[src/rtl/keypad_scanner_if.sv]
// Keypad-side signal bundle: row sense lines in, column strobes and
// decoded key status out.
interface keypad_scanner_if;
    logic [3:0] row;
    logic [3:0] col;
    logic [3:0] key_code;
    logic       key_pressed;
    logic       key_valid;

    // Scanner side
    modport master (
        input  row,
        output col,
        output key_code,
        output key_pressed,
        output key_valid
    );

    // Keypad / consumer side
    modport slave (
        output row,
        input  col,
        input  key_code,
        input  key_pressed,
        input  key_valid
    );
endinterface

[src/rtl/keypad_scanner.sv]
// 4x4 matrix keypad scanner: strobes one active-low column per slot, samples
// the synchronized rows at slot end, resolves a per-scan priority key and
// debounces press/release over whole scans.
module keypad_scanner #(
    parameter int SCAN_DIV       = 100_000,
    parameter int DEBOUNCE_SCANS = 4
) (
    input  logic               clk,
    input  logic               reset_n,
    keypad_scanner_if.master   kp
);

    localparam int                CNT_W  = $clog2(SCAN_DIV);
    localparam logic [CNT_W-1:0]  TERM   = CNT_W'(SCAN_DIV - 1);
    localparam logic [3:0]        DB_MAX = 4'(DEBOUNCE_SCANS);

    typedef enum logic [1:0] {RELEASED, DB_PRESS, PRESSED, DB_RELEASE} state_t;

    logic [3:0]       row_s1_q, row_s2_q;
    logic [CNT_W-1:0] slot_q, slot_d;
    logic [1:0]       col_idx_q, col_idx_d;
    logic [3:0]       col_q, col_d;
    logic             acc_vld_q;
    logic [3:0]       acc_code_q;
    state_t           state_q;
    logic [3:0]       cand_q;
    logic [3:0]       count_q;
    logic [3:0]       key_code_q;
    logic             key_pressed_q;
    logic             key_valid_q;

    logic             tick, scan_done, hit, res_vld;
    logic [1:0]       hit_row;
    logic [3:0]       res_code;

    function automatic logic [3:0] key_map(input logic [1:0] r, input logic [1:0] c);
        logic [3:0] code;
        case ({r, c})
            4'b00_00: code = 4'h1;  4'b00_01: code = 4'h2;
            4'b00_10: code = 4'h3;  4'b00_11: code = 4'hA;
            4'b01_00: code = 4'h4;  4'b01_01: code = 4'h5;
            4'b01_10: code = 4'h6;  4'b01_11: code = 4'hB;
            4'b10_00: code = 4'h7;  4'b10_01: code = 4'h8;
            4'b10_10: code = 4'h9;  4'b10_11: code = 4'hC;
            4'b11_00: code = 4'h0;  4'b11_01: code = 4'hF;
            4'b11_10: code = 4'hE;  default:  code = 4'hD;
        endcase
        return code;
    endfunction

    // Debounce counter never wraps past the acceptance threshold
    function automatic logic [3:0] sat_inc(input logic [3:0] v);
        return (v >= DB_MAX) ? DB_MAX : v + 4'd1;
    endfunction

    // Slot timing, column advance and the resolved scan result
    always_comb begin
        hit     = 1'b0;
        hit_row = 2'd0;
        for (int r = 3; r >= 0; r--) begin
            if (!row_s2_q[r]) begin
                hit     = 1'b1;
                hit_row = 2'(r);
            end
        end
        tick      = (slot_q == TERM);
        scan_done = tick && (col_idx_q == 2'd3);
        slot_d    = tick ? '0 : slot_q + CNT_W'(1);
        col_idx_d = tick ? col_idx_q + 2'd1 : col_idx_q;
        col_d     = ~(4'b0001 << col_idx_d);
        res_vld   = acc_vld_q || hit;
        res_code  = acc_vld_q ? acc_code_q : key_map(hit_row, col_idx_q);
    end

    // Row synchronizer, slot counter, column strobe and first-hit accumulator
    always_ff @(posedge clk or negedge reset_n) begin
        if (!reset_n) begin
            row_s1_q   <= 4'hF;
            row_s2_q   <= 4'hF;
            slot_q     <= '0;
            col_idx_q  <= 2'd0;
            col_q      <= 4'b1110;
            acc_vld_q  <= 1'b0;
            acc_code_q <= 4'h0;
        end else begin
            row_s1_q  <= kp.row;
            row_s2_q  <= row_s1_q;
            slot_q    <= slot_d;
            col_idx_q <= col_idx_d;
            col_q     <= col_d;
            if (scan_done) begin
                acc_vld_q <= 1'b0;
            end else if (tick && !acc_vld_q && hit) begin
                acc_vld_q  <= 1'b1;
                acc_code_q <= key_map(hit_row, col_idx_q);
            end
        end
    end

    // Debounce FSM, stepped once per completed scan
    always_ff @(posedge clk or negedge reset_n) begin
        if (!reset_n) begin
            state_q       <= RELEASED;
            cand_q        <= 4'h0;
            count_q       <= 4'd0;
            key_code_q    <= 4'h0;
            key_pressed_q <= 1'b0;
            key_valid_q   <= 1'b0;
        end else begin
            key_valid_q <= 1'b0;
            if (scan_done) begin
                case (state_q)
                    RELEASED: begin
                        if (res_vld) begin
                            cand_q <= res_code;
                            if (4'd1 >= DB_MAX) begin
                                state_q       <= PRESSED;
                                key_code_q    <= res_code;
                                key_pressed_q <= 1'b1;
                                key_valid_q   <= 1'b1;
                                count_q       <= 4'd0;
                            end else begin
                                state_q <= DB_PRESS;
                                count_q <= 4'd1;
                            end
                        end
                    end
                    DB_PRESS: begin
                        if (!res_vld) begin
                            state_q <= RELEASED;
                            count_q <= 4'd0;
                        end else if (res_code != cand_q) begin
                            cand_q  <= res_code;
                            count_q <= 4'd1;
                        end else if (sat_inc(count_q) >= DB_MAX) begin
                            state_q       <= PRESSED;
                            key_code_q    <= cand_q;
                            key_pressed_q <= 1'b1;
                            key_valid_q   <= 1'b1;
                            count_q       <= 4'd0;
                        end else begin
                            count_q <= sat_inc(count_q);
                        end
                    end
                    PRESSED: begin
                        if (!(res_vld && res_code == key_code_q)) begin
                            state_q <= DB_RELEASE;
                            count_q <= 4'd1;
                            if (4'd1 >= DB_MAX) begin
                                key_pressed_q <= 1'b0;
                                // The scan that completes a release does not count toward the next press
                                state_q <= res_vld ? DB_PRESS : RELEASED;
                                cand_q  <= res_code;
                                count_q <= 4'd0;
                            end
                        end
                    end
                    default: begin // DB_RELEASE
                        if (res_vld && res_code == key_code_q) begin
                            state_q <= PRESSED;
                            count_q <= 4'd0;
                        end else if (sat_inc(count_q) >= DB_MAX) begin
                            key_pressed_q <= 1'b0;
                            state_q       <= res_vld ? DB_PRESS : RELEASED;
                            cand_q        <= res_code;
                            count_q       <= 4'd0;
                        end else begin
                            count_q <= sat_inc(count_q);
                        end
                    end
                endcase
            end
        end
    end

    assign kp.col         = col_q;
    assign kp.key_code    = key_code_q;
    assign kp.key_pressed = key_pressed_q;
    assign kp.key_valid   = key_valid_q;

endmodule

[src/flat_wrapper.sv]
// flat-port wrapper written by rule: the top's interface ports become plain ports
module keypad_scanner_flat 
#(
    parameter int SCAN_DIV       = 100_000,
    parameter int DEBOUNCE_SCANS = 4
)
  (clk, reset_n, kp_row, kp_col, kp_key_code, kp_key_pressed, kp_key_valid);
  keypad_scanner_if kp_i ();
  input  logic clk;
  input  logic reset_n;
  input wire logic [$bits(kp_i.row)-1:0] kp_row;
  output wire logic [$bits(kp_i.col)-1:0] kp_col;
  output wire logic [$bits(kp_i.key_code)-1:0] kp_key_code;
  output wire logic [$bits(kp_i.key_pressed)-1:0] kp_key_pressed;
  output wire logic [$bits(kp_i.key_valid)-1:0] kp_key_valid;
  assign kp_i.row = kp_row;
  assign kp_col = kp_i.col;
  assign kp_key_code = kp_i.key_code;
  assign kp_key_pressed = kp_i.key_pressed;
  assign kp_key_valid = kp_i.key_valid;
  keypad_scanner #(.SCAN_DIV(SCAN_DIV), .DEBOUNCE_SCANS(DEBOUNCE_SCANS)) u_core (.clk(clk), .reset_n(reset_n), .kp(kp_i));
endmodule
[config.mk]
export PLATFORM = sky130hd
export DESIGN_NAME = keypad_scanner_flat
export DESIGN_NICKNAME = d
export VERILOG_FILES = /design/src/rtl/keypad_scanner_if.sv /design/src/rtl/keypad_scanner.sv /design/src/flat_wrapper.sv
export SDC_FILE = /design/constraint.sdc
export NUM_CORES = 1
export LEC_CHECK = 0
export BUFFER_PORTS_ARGS = -buffer_cell sky130_fd_sc_hd__buf_2
export CORE_ASPECT_RATIO = 0.5
export CORE_MARGIN = 2
export CORE_UTILIZATION = 55
export DETAILED_ROUTE_END_ITERATION = 10
export GPL_ROUTABILITY_DRIVEN = 0
export PLACE_DENSITY = 0.75
export SYNTH_ARGS = -nofsm -noshare
export SYNTH_HDL_FRONTEND = slang
export SYNTH_SLANG_ARGS = --single-unit
[constraint.sdc]
create_clock -name clk -period 3.89 [get_ports clk]
set_input_delay 0.389 -clock clk [delete_from_list [all_inputs] [get_ports clk]]
set_output_delay 0.389 -clock clk [all_outputs]
set_load 0.01 [all_outputs]
==> metrics.txt, run 1 <==
share of layout cells above drive strength 1=19.8%; nets=between 200 and 300; switching share of total power=a little over a fifth; P&R area growth vs syn=10.5%; DRC violations left=0; slowest stage cell on the critical path=dfrtp_1; Worst Reg-to-Reg Cells=8; Worst Skew=between 0.008 and 0.009 ns; global-route track usage on met2=between 30% and 40%; detailed placer's ending HPWL=approximately 3700 µm; Root Driver=clkbuf_8; pin count of the biggest net entering global routing=between 50 and 60; CTS tree=built; Crit. End Element=flip-flop; met3 GRT Util=6.74%; GRT overflow=0; status=finished, final reports clean; CTS Buffer Depth=2; Leak=1.32 nW; TritonCTS Buffers=5; Post-DP Area=between 2000 and 3000 µm²; Worst-Skew Late Latency=around 0.31 ns; Mapped Cells=257; critical path startpoint category=flip-flop; synthesized net count=around 270; drt first-iter violations=81; Worst-path clk slew=~0.090 ns; Die Span Y=~53 µm; Setup CP Type=flip-flop to flip-flop; Switch Pwr=just over 200 µW; setup slack after placement=~0.85 ns; Post-synth top flop=dfrtp_1; syn avg cell area=10.3 µm²; initial antenna violation count=0; Final period util=about four fifths; Critical Path Max Stage Delay=approximately 0.6 ns; clk sinks=52; Final TNS setup=0 ns; Max IR drop VDD=~0.18 mV; Via Count=slightly below 2000; max_cap viols=0; dpl cells=around 340; CP cell instances=inv_2, ha_1, mux4_2, mux2i_4, xnor2_1, and2_0, nand4_1, mux2_2; Clk network pwr share=between 30% and 40%; Seq pwr share=a little under three fifths; Post-synth EDFFs=0; FF+latch count, synth=52; Horiz. Die Dim=102 µm; setup ws final=between 0.7 and 0.8 ns; synthesized cell area=roughly 2700 µm²; most used routing layer=met2; CP Max Fanout=12; Yosys warning total=0; die area=between 5000 and 6000 µm²; # diodes=0; Avg WL per Cell=15.2 µm; Final Hold Viols=0; CORE AREA=~4500 µm²; RSZ-0062 raised after global routing=false; Final min period=about 3.1 ns; io pins=16; global-route wire length before repair=8740 µm; port bufs=15; P_int=about 770 µW; worst path required time=4.09 ns; cts-stage hold buffer count=0; Tightest Pin Transition=~0.66 ns; Netlist cell types=55; 1st-pass router iterations=4; total power=~980 µW; worst hold slack=roughly 0.17 ns; PD cells=approximately 340 nW/µm²; Setup violations, final=0; met1 usage=between 20% and 30%; GR Util All Layers=between 20% and 30%; Util after Layout=65.0%; WL final=between 5000 and 6000 µm; Final Cell Area=a little under 3000 µm²; antenna-violating nets left=0; HP Class=primary input to async pin; critical path arrival=about 3.3 ns; row cnt=17; total setup buffers inserted after CTS=0; maximum clock frequency=about 0.32 GHz; CTS resizes=0; vias in the first global route=around 1900; fraction of registers with async set/reset=100%; sequential cell area fraction in the yosys report=about half; DR vias/cell=roughly 5.7; Slew Viols, Final=0; combinational share of power=4.2%; htree depth=2; Layout Cells excl Fill=344; Slew HR=approximately 56%; starting density of the core=about three fifths
## area by class of cell
| type | instances | area, µm² |
|---|---|---|
| clock buffers | 6 | 82.6 |
| clock inverters | 2 | 38.8 |
| fillers | 375 | 1580 |
| flip-flops and latches | 52 | 1320 |
| multi-input cells | 184 | 1260 |
| repair buffers | 17 | 90.1 |
| inverters | 17 | 63.8 |
| well taps | 66 | 82.6 |
## power groups by stage
stage	Clock [mW]	Sequential, mW	Combinational, mW
floorplan	0	0.561	0.0232
global placement	0	0.562	0.0406
detailed placement	0	0.562	0.0416
CTS	0.391	0.552	0.0421
global route	0.420	0.553	0.0464
finish	0.388	0.552	0.0416
## critical path: cells and delay by family, from the launching register on
kind | cells | cell delay, ns
fa+ha+maj | 1 | 0.35
buf+inv | 1 | 0.15
mux | 3 | 1.09
simple gates | 2 | 0.63
xor+xnor | 1 | 0.17
flops | 1 | 0.61
## placed cells by master, fill, tap and decap left out, types with 2 or more instances in the layout
cell | synthesis | layout
nand4_1 | 7 | 7
nor4_1 | 2 | 2
ha_1 | 6 | 6
o31a_1 | 2 | 2
or3_1 | 3 | 3
and2_1 | 3 | 3
xor2_1 | 7 | 7
nor2_1 | 19 | 19
o211ai_1 | 3 | 3
nor3b_1 | 2 | 2
nand2b_1 | 2 | 2
a21oi_1 | 8 | 8
dfrtp_1 | 41 | 41
mux2_2 | 6 | 6
inv_1 | 16 | 16
or4_1 | 5 | 5
o31ai_1 | 2 | 2
nand3_1 | 15 | 15
buf_2 | 1 | 15
mux2i_1 | 5 | 5
buf_4 | 0 | 2
nand2_1 | 24 | 24
o21ai_0 | 9 | 9
clkbuf_8 | 0 | 6
nor2b_1 | 2 | 2
xnor2_1 | 14 | 14
nor3_1 | 4 | 4
or2_2 | 4 | 4
and3_1 | 5 | 5
dfstp_2 | 11 | 11
## logic make-up (layout without fill, tap and decap cells)
logic type | Yosys count | after routing | synth area share [%]
multiplexers | 14 | 14 | 6.70
AO/OA/AOI/OAI | 40 | 40 | 10.8
AND/OR/NAND/NOR | 103 | 103 | 20.1
XOR/XNOR | 21 | 21 | 6.94
buffers and inverters | 21 | 42 | 3.02
flip-flops | 52 | 52 | 49.6
adder cells (fa/ha/maj) | 6 | 6 | 2.83
## worst paths after layout
check                                    start                     to  slack, ns
setup / recovery           u_core.col_idx_q[0]  u_core.kp.key_code[2]       0.77
hold / removal                         reset_n       u_core.slot_q[4]       0.17
setup reg to reg           u_core.col_idx_q[0]  u_core.kp.key_code[2]       0.77
hold reg to reg             u_core.row_s1_q[0]     u_core.row_s2_q[0]       0.36
max in group asynchronous              reset_n    u_core.col_idx_q[1]       3.30
min in group clk                     kp_row[3]     u_core.row_s1_q[3]       0.17
## state kept, by name (all words and copies together), names as in the netlist
register	flops
u_core.acc_code_q	4
u_core.acc_vld_q	1
u_core.cand_q	4
u_core.col_idx_q	2
u_core.count_q	4
u_core.kp.col	4
u_core.kp.key_code	4
u_core.kp.key_pressed	1
u_core.kp.key_valid	1
u_core.row_s1_q	4
u_core.row_s2_q	4
u_core.slot_q	17
u_core.state_q	2
## routing by layer
layer / wire length [µm] / share of wire [%] / vias to the layer above
met3: 251 / 4.8 / 6
met5: 0 / 0 / -
met2: 2370 / 45 / 47
met1: 2570 / 49 / 948
met4: 32 / 0.61 / 0
li1: - / - / 946
## cell usage after synthesis, drive strengths merged, types with 2 or more instances
library cell / count / share of area, %
and3: 5 / 1.2
clkbuf: 3 / 0.42
o31a: 2 / 0.66
nor3: 4 / 0.76
nand2b: 2 / 0.47
o21ai: 10 / 2.0
nor2b: 2 / 0.47
or3: 4 / 1.1
o31ai: 2 / 0.57
nor2: 20 / 2.9
xnor2: 14 / 4.6
ha: 6 / 2.8
dfrtp: 41 / 39
o211ai: 3 / 0.85
or2: 4 / 0.94
or4: 5 / 1.4
nor4: 2 / 0.47
inv: 17 / 2.4
a21oi: 8 / 1.5
nand3: 15 / 2.8
nor3b: 2 / 0.57
mux2: 7 / 3.1
a31oi: 2 / 1.0
mux2i: 6 / 2.7
dfstp: 11 / 11
nand2: 24 / 3.4
and2: 4 / 0.94
xor2: 7 / 2.3
nand4: 7 / 1.7
No activity file was read; power rests on OpenSTA's default activity.
==> run 2: changes to the inputs <==
--- a/config.mk
+++ b/config.mk
@@ -5,6 +5,7 @@
 export SDC_FILE = /design/constraint.sdc
 export NUM_CORES = 1
 export LEC_CHECK = 0
+export ABC_AREA = 1
 export BUFFER_PORTS_ARGS = -buffer_cell sky130_fd_sc_hd__buf_2
 export CORE_ASPECT_RATIO = 0.5
 export CORE_MARGIN = 2
==> constraint.sdc (replaced) <==
create_clock -name clk -period 2.9 [get_ports clk]
set_input_delay 0.29 -clock clk [delete_from_list [all_inputs] [get_ports clk]]
set_output_delay 0.29 -clock clk [all_outputs]
set_load 0.01 [all_outputs]
==> run 2 against run 1 <==
  * Synthesized area increased by 5.2%
  * Largest cell class unchanged
  * Final area increased by 4.9%
  * Worst setup slack got worse by 0.26 ns
  * Wire length increased by 4.5%
  * Count of clock-buffer cells in the layout decreased by 1
==> metrics.txt, run 2 <==
total setup buffers inserted after CTS=0; critical path arrival=roughly 2.6 ns; total power=around 1.3 mW; starting density of the core=between 50% and 60%; setup ws final=0.516 ns; Worst-Skew Late Latency=between 0.3 and 0.4 ns; drt first-iter violations=98; status=finished, final reports clean; CTS tree=built; hold path depth=1; critical path startpoint category=flip-flop; port bufs=15; most frequent cells in the layout=nand2_1 (93), inv_1 (52), dfrtp_1 (41); sequential cell area fraction in the yosys report=a little under half; fillers=around 440; Largest Register=u_core.slot_q; PD cells=roughly 420 nW/µm²; Avg WL per Cell=~12 µm; Yosys top cell area share=36.8%; top cells by count, synth=nand2_1 (93), inv_1 (52), dfrtp_1 (41); Final Cell Area=between 3000 and 4000 µm²; Worst Reg-to-Reg Cells=14; P&R area growth vs syn=10.2%; Post-synth top flop=dfrtp_1; GR Util All Layers=20.5%; row cnt=18; CORE AREA=4910 µm²; Tightest Pin Transition=a little over 1 ns; 1st-pass router iterations=4; clk sinks=52; max reg flops=17; Root Driver=clkbuf_8; Netlist cell types=33; synthesized cell area=~2800 µm²; die area=roughly 5700 µm²; Final TNS setup=0 ns; antenna-violating nets left=0; Final min period=2.38 ns; Leak=around 1.6 nW; top area cells in the synthesized netlist=dfrtp_1 (37%), nand2_1 (13%), dfstp_2 (10%); Final period util=82.2%; Worst Skew=0.00352 ns; Slew HR=a little under a third; setup slack after placement=approximately 0.54 ns; # diodes=0; fraction of registers with async set/reset=100%; CTS Buffer Depth=2; GRT overflow=0; Max IR drop VDD=0.243 mV; Setup violations, final=0; TritonCTS Buffers=5; global-route wire length before repair=~9100 µm; area leader, netlist=dfrtp_1; share of layout cells above drive strength 1=around 16%; synthesized net count=370; commonest non-fill, non-tap cell in the layout=nand2_1; reg2reg start=u_core.col_idx_q[0]; vias in the first global route=around 2200; Via Count=2357; maximum clock frequency=about 0.42 GHz; CTS resizes=0; nets=around 400; FF+latch count, synth=between 50 and 60; io pins=16; top-count cell post-synth=nand2_1; Yosys warning total=0; R2R Path End=u_core.kp.key_code[3]; Hold EP=u_core.row_s1_q[1]; detailed placer's ending HPWL=about 4100 µm; RSZ-0062 raised after global routing=false; Post-DP Area=about 3000 µm²; worst path required time=~3.1 ns; syn avg cell area=between 7 and 8 µm²; Worst-path clk slew=around 0.090 ns; DR vias/cell=~5.2; flop-to-flop setup slack=0.52 ns; DRC violations left=0; hold path startpoint=kp_row[1]; Horiz. Die Dim=about 100 µm; Die Span Y=approximately 54 µm; WL final=5450 µm; htree depth=2; max_cap viols=0; Slew Viols, Final=0; cts-stage hold buffer count=0; Final Hold Viols=0; HP Class=primary input to flip-flop; pin count of the biggest net entering global routing=49; Post-synth EDFFs=0; Setup CP Type=flip-flop to flip-flop; Crit. End Element=flip-flop; initial antenna violation count=0; CP Max Fanout=9; Mapped Cells=~360
run 2: cell types whose count changed in the layout (fill, tap and decap cells not counted), sizes merged, moves of 6 or more:
cell	change
nand2	+78
inv	+38
nand3	+26
nor2	+14
xnor2	-12
nor3	+9
o21ai	+7
mux2	-6
mux2i	-6
run 2: stage by stage:
step	hold slack [ns]	utilization, %	instances
floorplan	-0.00559	-	358
global placement	0.346	60.3	444
detailed placement	0.349	60.3	444
CTS	0.0617	62.6	452
global route	0.0578	62.6	452
finish	0.0716	62.6	452
run 2: cell families (layout without fill, tap and decap cells):
family	after synthesis	count (layout)	synth area share [%]
simple gates	209	209	34.5
buf+inv	57	81	7.76
flops	52	52	47.2
compound gates	28	28	5.92
fa+ha+maj	6	6	2.69
xor+xnor	5	5	1.57
mux	1	1	0.404
run 2: report_power, final:
| group | switching, mW | internal, mW |
|---|---|---|
| Clock | 0.237 | 0.255 |
| Combinational | 0.0454 | 0.0173 |
| Sequential | 0.00357 | 0.735 |
| Total | 0.286 | 1.01 |
run 2: area by class of cell:
| class | instances | area [µm²] | area share [%] |
|---|---|---|---|
| clock buffers | 5 | 68.8 | 2.24 |
| clock inverters | 3 | 42.5 | 1.38 |
| flip-flops and latches | 52 | 1320 | 42.8 |
| well taps | 70 | 87.6 | 2.85 |
| inverters | 56 | 211 | 6.88 |
| repair buffers | 17 | 90.1 | 2.93 |
| multi-input cells | 249 | 1260 | 40.9 |
run 2: worst max path at each step:
stage / to / slack, ns / startpoint / cells after the start
floorplan: u_core.cand_q[0] / 0.80 / u_core.col_idx_q[0] / 15
global placement: u_core.kp.key_code[0] / 0.68 / u_core.col_idx_q[0] / 14
detailed placement: u_core.kp.key_code[3] / 0.54 / u_core.col_idx_q[0] / 14
CTS: u_core.kp.key_code[3] / 0.52 / u_core.col_idx_q[0] / 14
global route: u_core.kp.key_code[3] / 0.28 / u_core.col_idx_q[0] / 14
finish: u_core.kp.key_code[3] / 0.52 / u_core.col_idx_q[0] / 14
run 2: worst max-delay path: stages, from the launching register on:
cell,delay [ns]
dfrtp_1,0.44
inv_1,0.13
ha_1,0.32
nand3b_1,0.19
nand3_1,0.13
nand2_2,0.06
nand2_2,0.09
nand2_2,0.06
nand2_1,0.05
nand2_1,0.05
nor2_2,0.16
nand3_2,0.13
nor3_4,0.32
nand2_1,0.09
o21ai_1,0.09
run 2: layer usage:
metal  part of all wire [%]  routed length, µm  vias up  track usage (%)
met3                    4.4                242       11             5.00
met2                     47               2590       61             37.7
met4                    1.9                105        0             9.11
li1                       -                  -     1189                -
met1                     46               2520     1096             24.0
met5                      0                  0        -                0
